<file path="src/rtl/gate_truth_table_tester.sv">
// ---------------------------------------------------------------------------
// gate_truth_table_tester
//
// Clocked exhaustive tester for a small combinational gate. It walks the gate
// inputs through every vector 0 .. 2**N_IN-1 and holds each one for
// SETTLE_CYC cycles. It then samples the gate output for one cycle and
// compares it with bit 'vec' of EXP_TT.
//
// Results are kept until the next start or reset:
//   - pass      : no vector mismatched (only meaningful while done is high)
//   - err_count : number of mismatching vectors
//   - fail_vec  : one bit per mismatching vector
//
// Every output is driven straight from a flop.
// ---------------------------------------------------------------------------
module gate_truth_table_tester #(
  parameter int unsigned           N_IN       = 2,
  parameter int unsigned           SETTLE_CYC = 4,
  parameter logic [(1<<N_IN)-1:0]  EXP_TT     = 4'b1000
) (
  input  logic                    clk,
  input  logic                    rst_n,
  input  logic                    start,
  output logic [N_IN-1:0]         dut_in,
  input  logic                    dut_out,
  output logic                    busy,
  output logic                    done,
  output logic                    pass,
  output logic [N_IN:0]           err_count,
  output logic [(1<<N_IN)-1:0]    fail_vec
);

  // Number of input vectors in one run.
  localparam int unsigned NVEC  = (1 << N_IN);

  // The settle counter must reach SETTLE_CYC-1. Keep at least one bit so the
  // SETTLE_CYC == 1 case still has a legal vector width.
  localparam int unsigned CNT_W = (SETTLE_CYC > 1) ? $clog2(SETTLE_CYC) : 1;

  localparam logic [CNT_W-1:0] CNT_LAST = CNT_W'(SETTLE_CYC - 1);
  localparam logic [N_IN-1:0]  VEC_LAST = N_IN'(NVEC - 1);

  typedef enum logic [1:0] {
    S_IDLE   = 2'd0,
    S_SETTLE = 2'd1,
    S_SAMPLE = 2'd2,
    S_DONE   = 2'd3
  } state_e;

  state_e                 state_q,     state_d;
  logic [N_IN-1:0]        vec_q,       vec_d;
  logic [CNT_W-1:0]       cnt_q,       cnt_d;
  logic [N_IN-1:0]        dut_in_q,    dut_in_d;
  logic                   busy_q,      busy_d;
  logic                   done_q,      done_d;
  logic                   pass_q,      pass_d;
  logic [N_IN:0]          err_count_q, err_count_d;
  logic [NVEC-1:0]        fail_vec_q,  fail_vec_d;
  logic                   mismatch_s;

  // Sampled gate output disagrees with the expected truth-table entry for
  // the current vector. Only acted on in SAMPLE.
  always_comb begin
    mismatch_s = (dut_out != EXP_TT[vec_q]);
  end

  // Next-state and next-output logic.
  always_comb begin
    // Defaults: hold every register.
    state_d     = state_q;
    vec_d       = vec_q;
    cnt_d       = cnt_q;
    dut_in_d    = dut_in_q;
    busy_d      = busy_q;
    done_d      = done_q;
    pass_d      = pass_q;
    err_count_d = err_count_q;
    fail_vec_d  = fail_vec_q;

    case (state_q)
      S_IDLE, S_DONE: begin
        if (start) begin
          // Begin a fresh run. All results from the previous run are cleared.
          state_d     = S_SETTLE;
          vec_d       = {N_IN{1'b0}};
          cnt_d       = {CNT_W{1'b0}};
          dut_in_d    = {N_IN{1'b0}};
          err_count_d = {(N_IN+1){1'b0}};
          fail_vec_d  = {NVEC{1'b0}};
          done_d      = 1'b0;
          pass_d      = 1'b0;
          busy_d      = 1'b1;
        end else begin
          // Park the gate inputs at zero and keep the last results visible.
          dut_in_d = {N_IN{1'b0}};
        end
      end

      S_SETTLE: begin
        if (cnt_q == CNT_LAST) begin
          cnt_d   = {CNT_W{1'b0}};
          state_d = S_SAMPLE;
        end else begin
          cnt_d   = cnt_q + {{(CNT_W-1){1'b0}}, 1'b1};
        end
      end

      S_SAMPLE: begin
        if (mismatch_s) begin
          err_count_d        = err_count_q + {{N_IN{1'b0}}, 1'b1};
          fail_vec_d[vec_q]  = 1'b1;
        end else begin
          err_count_d        = err_count_q;
        end

        if (vec_q == VEC_LAST) begin
          // Last vector: the verdict includes this final sample.
          state_d  = S_DONE;
          done_d   = 1'b1;
          busy_d   = 1'b0;
          dut_in_d = {N_IN{1'b0}};
          pass_d   = (err_count_q == {(N_IN+1){1'b0}}) && !mismatch_s;
        end else begin
          state_d  = S_SETTLE;
          vec_d    = vec_q + {{(N_IN-1){1'b0}}, 1'b1};
          dut_in_d = vec_q + {{(N_IN-1){1'b0}}, 1'b1};
          cnt_d    = {CNT_W{1'b0}};
        end
      end

      default: begin
        // Unreachable encoding: fall back to a quiet idle.
        state_d     = S_IDLE;
        vec_d       = {N_IN{1'b0}};
        cnt_d       = {CNT_W{1'b0}};
        dut_in_d    = {N_IN{1'b0}};
        busy_d      = 1'b0;
        done_d      = 1'b0;
        pass_d      = 1'b0;
        err_count_d = {(N_IN+1){1'b0}};
        fail_vec_d  = {NVEC{1'b0}};
      end
    endcase
  end

  // State and output registers with synchronous active-low reset.
  always_ff @(posedge clk) begin
    if (!rst_n) begin
      state_q     <= S_IDLE;
      vec_q       <= {N_IN{1'b0}};
      cnt_q       <= {CNT_W{1'b0}};
      dut_in_q    <= {N_IN{1'b0}};
      busy_q      <= 1'b0;
      done_q      <= 1'b0;
      pass_q      <= 1'b0;
      err_count_q <= {(N_IN+1){1'b0}};
      fail_vec_q  <= {NVEC{1'b0}};
    end else begin
      state_q     <= state_d;
      vec_q       <= vec_d;
      cnt_q       <= cnt_d;
      dut_in_q    <= dut_in_d;
      busy_q      <= busy_d;
      done_q      <= done_d;
      pass_q      <= pass_d;
      err_count_q <= err_count_d;
      fail_vec_q  <= fail_vec_d;
    end
  end

  assign dut_in    = dut_in_q;
  assign busy      = busy_q;
  assign done      = done_q;
  assign pass      = pass_q;
  assign err_count = err_count_q;
  assign fail_vec  = fail_vec_q;

endmodule
</file>
<file path="config.mk">
export PLATFORM = sky130hd
export DESIGN_NAME = gate_truth_table_tester
export DESIGN_NICKNAME = d
export VERILOG_FILES = /design/src/rtl/gate_truth_table_tester.sv
export SDC_FILE = /design/constraint.sdc
export NUM_CORES = 1
export LEC_CHECK = 0
export BUFFER_PORTS_ARGS = -buffer_cell sky130_fd_sc_hd__buf_2
export CORE_UTILIZATION = 25
export CTS_CLUSTER_SIZE = 40
export DETAILED_ROUTE_END_ITERATION = 6
export PLACE_DENSITY = 0.49
export SLEW_MARGIN = 20
export SYNTH_ARGS = -nofsm -noshare
export SYNTH_HDL_FRONTEND = slang
export SYNTH_SLANG_ARGS = --single-unit
</file>
<file path="constraint.sdc">
create_clock -name clk -period 4.2 [get_ports clk]
set_input_delay 0.42 -clock clk [delete_from_list [all_inputs] [get_ports clk]]
set_output_delay 0.42 -clock clk [all_outputs]
set_load 0.1 [all_outputs]
</file>
==> results of run 1 <==
==> layout make-up <==
cell class / instances / area (um^2) / share of cell area
well taps: 48 / 60.1 / 0.0519
flip-flops and latches: 18 / 360 / 0.311
multi-input cells: 80 / 562 / 0.485
clock buffers: 4 / 55.1 / 0.0476
repair buffers: 15 / 75.1 / 0.0649
inverters: 12 / 45.0 / 0.0389
==> cells in the mapped netlist (all sizes together) <==
cell / instances / area share
a21o: 1 / 0.0076
nand3: 2 / 0.010
o211ai: 4 / 0.030
nor3: 1 / 0.0051
nor2b: 2 / 0.013
a311oi: 1 / 0.0089
xor2: 1 / 0.0089
xnor2: 1 / 0.0089
and2: 1 / 0.0063
o21a: 4 / 0.030
mux2: 1 / 0.011
nand2: 10 / 0.038
o21ai: 3 / 0.015
clkbuf: 1 / 0.0038
nand3b: 3 / 0.023
mux2i: 3 / 0.030
nand4: 2 / 0.013
or4: 1 / 0.0076
nor2: 5 / 0.019
a32oi: 1 / 0.0089
a21oi: 15 / 0.076
nand4b: 1 / 0.0089
ha: 12 / 0.15
dfxtp: 18 / 0.37
nor4: 1 / 0.0063
or2b: 1 / 0.0076
o311ai: 1 / 0.0089
o21bai: 1 / 0.0076
nand2b: 1 / 0.0063
buf: 2 / 0.016
inv: 12 / 0.046
==> worst max-delay path, delay by kind of cell, from the launching register on <==
family | cells | cell delay (ns)
AOI/OAI and AO/OA | 1 | 0.14
adders and majority gates | 1 | 0.38
buffers and inverters | 1 | 0.09
DFF | 1 | 0.36
and+or+nand+nor | 2 | 0.73
==> metrics by stage <==
| step | setup WS [ns] | power (mW) |
|---|---|---|
| final | 2.44 | 0.371 |
| after floorplan | 2.32 | 0.217 |
| after detailed placement | 2.47 | 0.229 |
| after CTS | 2.45 | 0.377 |
| after global placement | 2.51 | 0.228 |
| after global routing | 2.34 | 0.387 |
==> registers in the layout, indices dropped and copies added (netlist names) <==
name       flops
vec_q          2
dut_in         2
state_q        2
fail_vec       4
pass           1
busy           1
err_count      3
cnt_q          2
done           1
==> layout by cell type, fill, tap and decap left out, types with 2 or more instances in the layout <==
cell type / n
nand2_1: 10
nand3_1: 2
o211ai_1: 4
clkbuf_8: 4
ha_1: 12
a21oi_1: 15
o21ai_0: 3
buf_2: 15
nor2b_1: 2
dfxtp_1: 18
nand4_1: 2
nor2_1: 5
inv_1: 12
o21a_1: 4
nand3b_1: 3
mux2i_1: 3
==> power groups by stage <==
stage / clock network (mW) / registers (mW) / logic, mW
2_1_floorplan: 0 / 0.192 / 0.0251
3_3_place_gp: 0 / 0.180 / 0.0476
3_5_place_dp: 0 / 0.180 / 0.0483
4_1_cts: 0.153 / 0.176 / 0.0482
5_1_grt: 0.158 / 0.177 / 0.0520
6_report: 0.147 / 0.176 / 0.0482
==> worst paths after layout <==
kind | depth (start not counted) | startpoint | end | slack (ns)
max | 5 | state_q[0]$_SDFFE_PN0P_ | err_count[2]$_SDFFE_PN0P_ | 2.44
min | 2 | fail_vec[2]$_SDFFE_PN0P_ | fail_vec[2]$_SDFFE_PN0P_ | 0.44
max reg2reg | 5 | state_q[0]$_SDFFE_PN0P_ | err_count[2]$_SDFFE_PN0P_ | 2.44
min reg2reg | 2 | fail_vec[2]$_SDFFE_PN0P_ | fail_vec[2]$_SDFFE_PN0P_ | 0.44
==> routing by layer <==
| metal | global-route usage | wire length, um | vias up |
|---|---|---|---|
| li1 | - | - | 421 |
| met1 | 0.152 | 1140 | 360 |
| met2 | 0.152 | 771 | 23 |
| met3 | 0.0211 | 97 | 5 |
| met4 | 0.0833 | 63 | 0 |
| met5 | 0 | 0 | - |
==> cell families after synthesis <==
logic type,count (synthesis),synth area share
XOR/XNOR,2,0.0177
adder cells (fa/ha/maj),12,0.152
flip-flops,18,0.365
AO/OA/AOI/OAI,31,0.194
multiplexers,4,0.0418
AND/OR/NAND/NOR,31,0.164
buffers and inverters,15,0.0659
==> key figures, run 1 <==
Timing
  – Fin crit share: 0.419
  – Hold_ws: 0.443 ns
  – Final hold vios: 0
  – Slew Limit Fails: 0
  – Worst Skew: 0.00743 ns
  – Relative slew slack: 0.679
  – RSZ-0062 raised after global routing: false
  – Least-Margin Pin Slew: 0.485 ns
  – Fmax: 569 MHz
  – Setup violators final: 0
  – Tmin final: 1.76 ns
  – Fin Setup TNS: 0 ns

CTS
  – Clock root buffer: clkbuf_8
  – Post-CTS Setup Bufs: 0
  – Clk buf depth: 2
  – Clock Latency Late Sink: 0.26 ns
  – Post-CTS sizing: 0
  – CTS Buf Count: 3
  – CTS hold repair buffers: 0
  – CTS tree: yes
  – H-tree depth: 1
  – Worst-path clk slew: 0.07 ns
  – Sink Count: 18

GRT
  – Tot GR Track Use: 0.111
  – Initial antenna violation count: 0
  – Largest net degree at the start of global routing: 14
  – Number of global-route vias before repair: 723
  – First-pass GRT wire length: 3420 um
  – GRT overflow: 0

Synthesis
  – Mapped Area: 987 um^2
  – Yosys reg bits: 18
  – Yosys Warn Count: 0
  – Seq/Total Area, Yosys: 0.365
  – Synth Net Count: 129
  – Synth unique cells: 32
  – Synthesized area per cell: 8.74 um^2
  – Synthesized instance count: 113

Placed design
  – IO Port Bufs: 15
  – Final GP Congestion: 0.763
  – DP Area: 1100 um^2
  – Placed insts: 173
  – Detailed placer's ending HPWL: 1530 um

Die
  – Die height: 64.8 um
  – Chip Width: 64.8 um
  – Die area: 4200 um^2
  – Ports: 16
  – Row cnt: 22
  – Core area: 3720 um^2
  – Starting density of the core: 0.266

Worst setup path
  – Critical path class: flip-flop to flip-flop
  – CP peak stage delay: 0.51 ns
  – CP max FO: 7
  – Crit path capture type: flip-flop
  – CP max-delay cell: or4_1
  – Worst EP required: 4.40 ns
  – Crit-path cells: inv_1, ha_1, nor2b_1, or4_1, a21oi_1
  – CP Launch Type: flip-flop
  – WP data arrival: 1.96 ns

Power
  – Internal power: 272 uW
  – Net Sw Power: 99.5 uW
  – P per Cell Area: 321 nW/um^2
  – Pleak: 0.471 nW
  – Switching Share: 0.268
  – Worst vdd ir: 0.000100 V
  – Comb pwr share: 0.130
  – Clock power share: 0.395
  – Sequential power share: 0.475

Finish
  – Design area: 1160 um^2
  – Utilization after layout: 0.311
  – Fin cells: 177
  – Fraction of layout cells with a size suffix above 1: 0.155
  – Antenna cells: 0
  – Synth-to-Final Area Change: 17.2%
  – Nets@finish: 146
  – Fillcell total: 398

Route
  – DR vias/cell: 4.57
  – Per-cell routed wire length: 11.7 um
  – Residual DRC: 0
  – DRT iter0 DRCs: 18
  – Final wirelength: 2070 um
  – DRT Pass-1 Iters: 4
  – Vias: 809
  – Post-route ant nets: 0

Worst hold path
  – Hold Crit Class: flip-flop to flip-flop

Job
  – Max-cap violations: 0

Status
  – Status: finished clean
(Power assumes the default switching activity.)
==> inputs of run 2 (changes only) <==
==> constraint.sdc (replaced) <==
create_clock -name clk -period 1.8 [get_ports clk]
set_input_delay 0.18 -clock clk [delete_from_list [all_inputs] [get_ports clk]]
set_output_delay 0.18 -clock clk [all_outputs]
set_load 0.1 [all_outputs]
==> run 2 against run 1 <==
Sequential share of layout area decreased by 0.32 points. First-iteration DRC count is 5.6% lower. Combinational power increased by 130%. Sequential power is 130% higher. Final area rose by 1.7%. Fmax increased by 2.7%. Non-clock buffer count grew 2. Register-to-register slack got worse by 2.4 ns. Worst hold slack got worse by 0.20 ns. Flip-flop and latch count unchanged. Clock-buffer cell count unchanged. Largest cell class unchanged. Largest power group unchanged.
==> key figures, run 2 (same netlist as run 1, synthesis figures left out) <==
Route
  – Residual DRC: 0 (unchanged)
  – DRT Pass-1 Iters: 4 (unchanged)
  – Final wirelength: 2140 um (+3.3%)
  – Post-route ant nets: 0 (unchanged)
  – DR vias/cell: 4.56 (-0.14%)
  – Per-cell routed wire length: 12.0 um (+2.2%)
  – DRT iter0 DRCs: 17 (-1)
  – Vias: 817 (+0.99%)

GRT
  – Largest net degree at the start of global routing: 12 (-2)
  – First-pass GRT wire length: 3540 um (+3.6%)
  – GRT overflow: 0 (unchanged)
  – Initial antenna violation count: 0 (unchanged)
  – Tot GR Track Use: 0.112 (+0.000369)
  – Number of global-route vias before repair: 769 (+6.4%)

Timing
  – Tmin final: 1.71 ns (-0.0456 ns)
  – Fin crit share: 0.952 (+0.533)
  – Least-Margin Pin Slew: 0.489 ns (+0.00331 ns)
  – Setup violators final: 0 (unchanged)
  – Slew Limit Fails: 0 (unchanged)
  – Final hold vios: 0 (unchanged)
  – Fmax: 584 MHz (+2.7%)
  – Setup ws final: 0.0866 ns (-2.35 ns)
  – Fin Setup TNS: 0 ns (unchanged)
  – Relative slew slack: 0.677 (-0.00219)
  – Worst Skew: 0.00706 ns (-0.000376 ns)

Finish
  – Utilization after layout: 0.317 (+0.00539)
  – Fillcell total: 402 (+1.0%)
  – Multi-input logic area: 564 um^2 (+0.45%)
  – Nets@finish: 148 (+1.4%)
  – Area occupied by registers: 363 um^2 (+0.69%)
  – Antenna cells: 0 (unchanged)
  – Synth-to-Final Area Change: 19.3%
  – Max reg flops: 4 (unchanged)
  – Fraction of layout cells with a size suffix above 1: 0.191 (+0.0358)
  – Commonest cells after routing, fill and taps aside: dfxtp_1, a21oi_1, buf_2
  – Commonest non-fill, non-tap cell in the layout: dfxtp_1

Die
  – Starting density of the core: 0.266 (unchanged)
  – Die area: 4200 um^2 (unchanged)
  – Chip Width: 64.8 um (unchanged)
  – Die height: 64.8 um (unchanged)
  – Ports: 16 (unchanged)
  – Row cnt: 22 (unchanged)
  – Core area: 3720 um^2 (unchanged)

CTS
  – CTS tree: yes
  – CTS hold repair buffers: 0 (unchanged)
  – Sink Count: 18 (unchanged)
  – Clk buf depth: 2 (unchanged)
  – H-tree depth: 1 (unchanged)
  – CTS Buf Count: 3 (unchanged)
  – Clock root buffer: clkbuf_8
  – Worst-path clk slew: 0.07 ns (about the same)
  – Clock Latency Late Sink: 0.26 ns (about the same)

Worst setup path
  – R2r setup slk: 0.09 ns (-2.35 ns)
  – CP Launch Type: flip-flop
  – WP data arrival: 1.91 ns (-0.05 ns)
  – CP max FO: 7 (unchanged)
  – Critical path class: flip-flop to flip-flop
  – Crit path capture type: flip-flop
  – Reg2reg path depth: 5 (unchanged)
  – Worst EP required: 2.00 ns (-2.40 ns)

Worst hold path
  – WHS Path Cells: 2 (unchanged)
  – Hold Crit Class: input pin to flip-flop

Placed design
  – Detailed placer's ending HPWL: 1600 um (+4.5%)
  – Final GP Congestion: 0.855 (+12%)
  – Setup WS pre-CTS: 0.0488 ns (-2.42 ns)
  – IO Port Bufs: 15 (unchanged)

Power
  – Pleak: 0.481 nW (+2.2%)
  – P per Cell Area: 737 nW/um^2 (+130%)
  – Worst vdd ir: 0.000196 V (+95%)

Job
  – Max-cap violations: 0 (unchanged)

Status
  – Status: finished clean
run 2: changes by cell type in the layout (fill, tap and decap cells not counted):
cell	before	now
buf_4	0	2
dfxtp_1	18	16
dfxtp_2	0	2
ha_1	12	11
ha_2	0	1
run 2: worst paths after layout:
kind / from / end
max: state_q[0]$_SDFFE_PN0P_ / err_count[2]$_SDFFE_PN0P_
min: rst_n / vec_q[1]$_SDFFE_PN0P_
max reg2reg: state_q[0]$_SDFFE_PN0P_ / err_count[2]$_SDFFE_PN0P_
min reg2reg: fail_vec[1]$_SDFFE_PN0P_ / fail_vec[1]$_SDFFE_PN0P_
run 2: routing by layer:
layer / up-vias / routed length (um) / GRT usage
met4: 0 / 54 / 0.0750
met1: 368 / 1060 / 0.145
li1: 428 / - / -
met3: 5 / 89 / 0.0229
met5: - / 0 / 0
met2: 16 / 939 / 0.165
run 2: stage by stage:
stage	instances	area (um^2)	hold WS [ns]	total power, mW
final	179	1180	0.248	0.867
after global routing	179	1180	0.264	0.907
after CTS	179	1170	0.260	0.874
after detailed placement	175	1120	0.444	0.533
after global placement	175	1120	0.433	0.532
after floorplan	113	990	0.354	0.507
run 2: power by group:
| part | total (mW) | switching [mW] | internal (mW) |
|---|---|---|---|
| registers | 0.412 | 0.00498 | 0.407 |
| logic | 0.113 | 0.0802 | 0.0326 |
| clock network | 0.343 | 0.148 | 0.195 |
run 2: critical path: stages (launching register included):
cell and delay, ns:
dfxtp_1 0.36, inv_1 0.09, ha_2 0.34, nor2b_1 0.21, or4_1 0.51, a21oi_1 0.15
run 2: repair_timing:
item / 4_1_cts / 5_1_grt
setup buffers: 0 / 0
hold endpoints to repair: 0 / 0
endpoints found under the setup margin: 0 / 1
resized for setup: 0 / 1
run 2: layout make-up:
| type | count | area share |
|---|---|---|
| Multi-Input combinational cell | 80 | 0.479 |
| Sequential cell | 18 | 0.308 |
| Timing Repair Buffer | 17 | 0.0765 |
| Tap cell | 48 | 0.0510 |
| Clock buffer | 4 | 0.0468 |
| Inverter | 12 | 0.0383 |
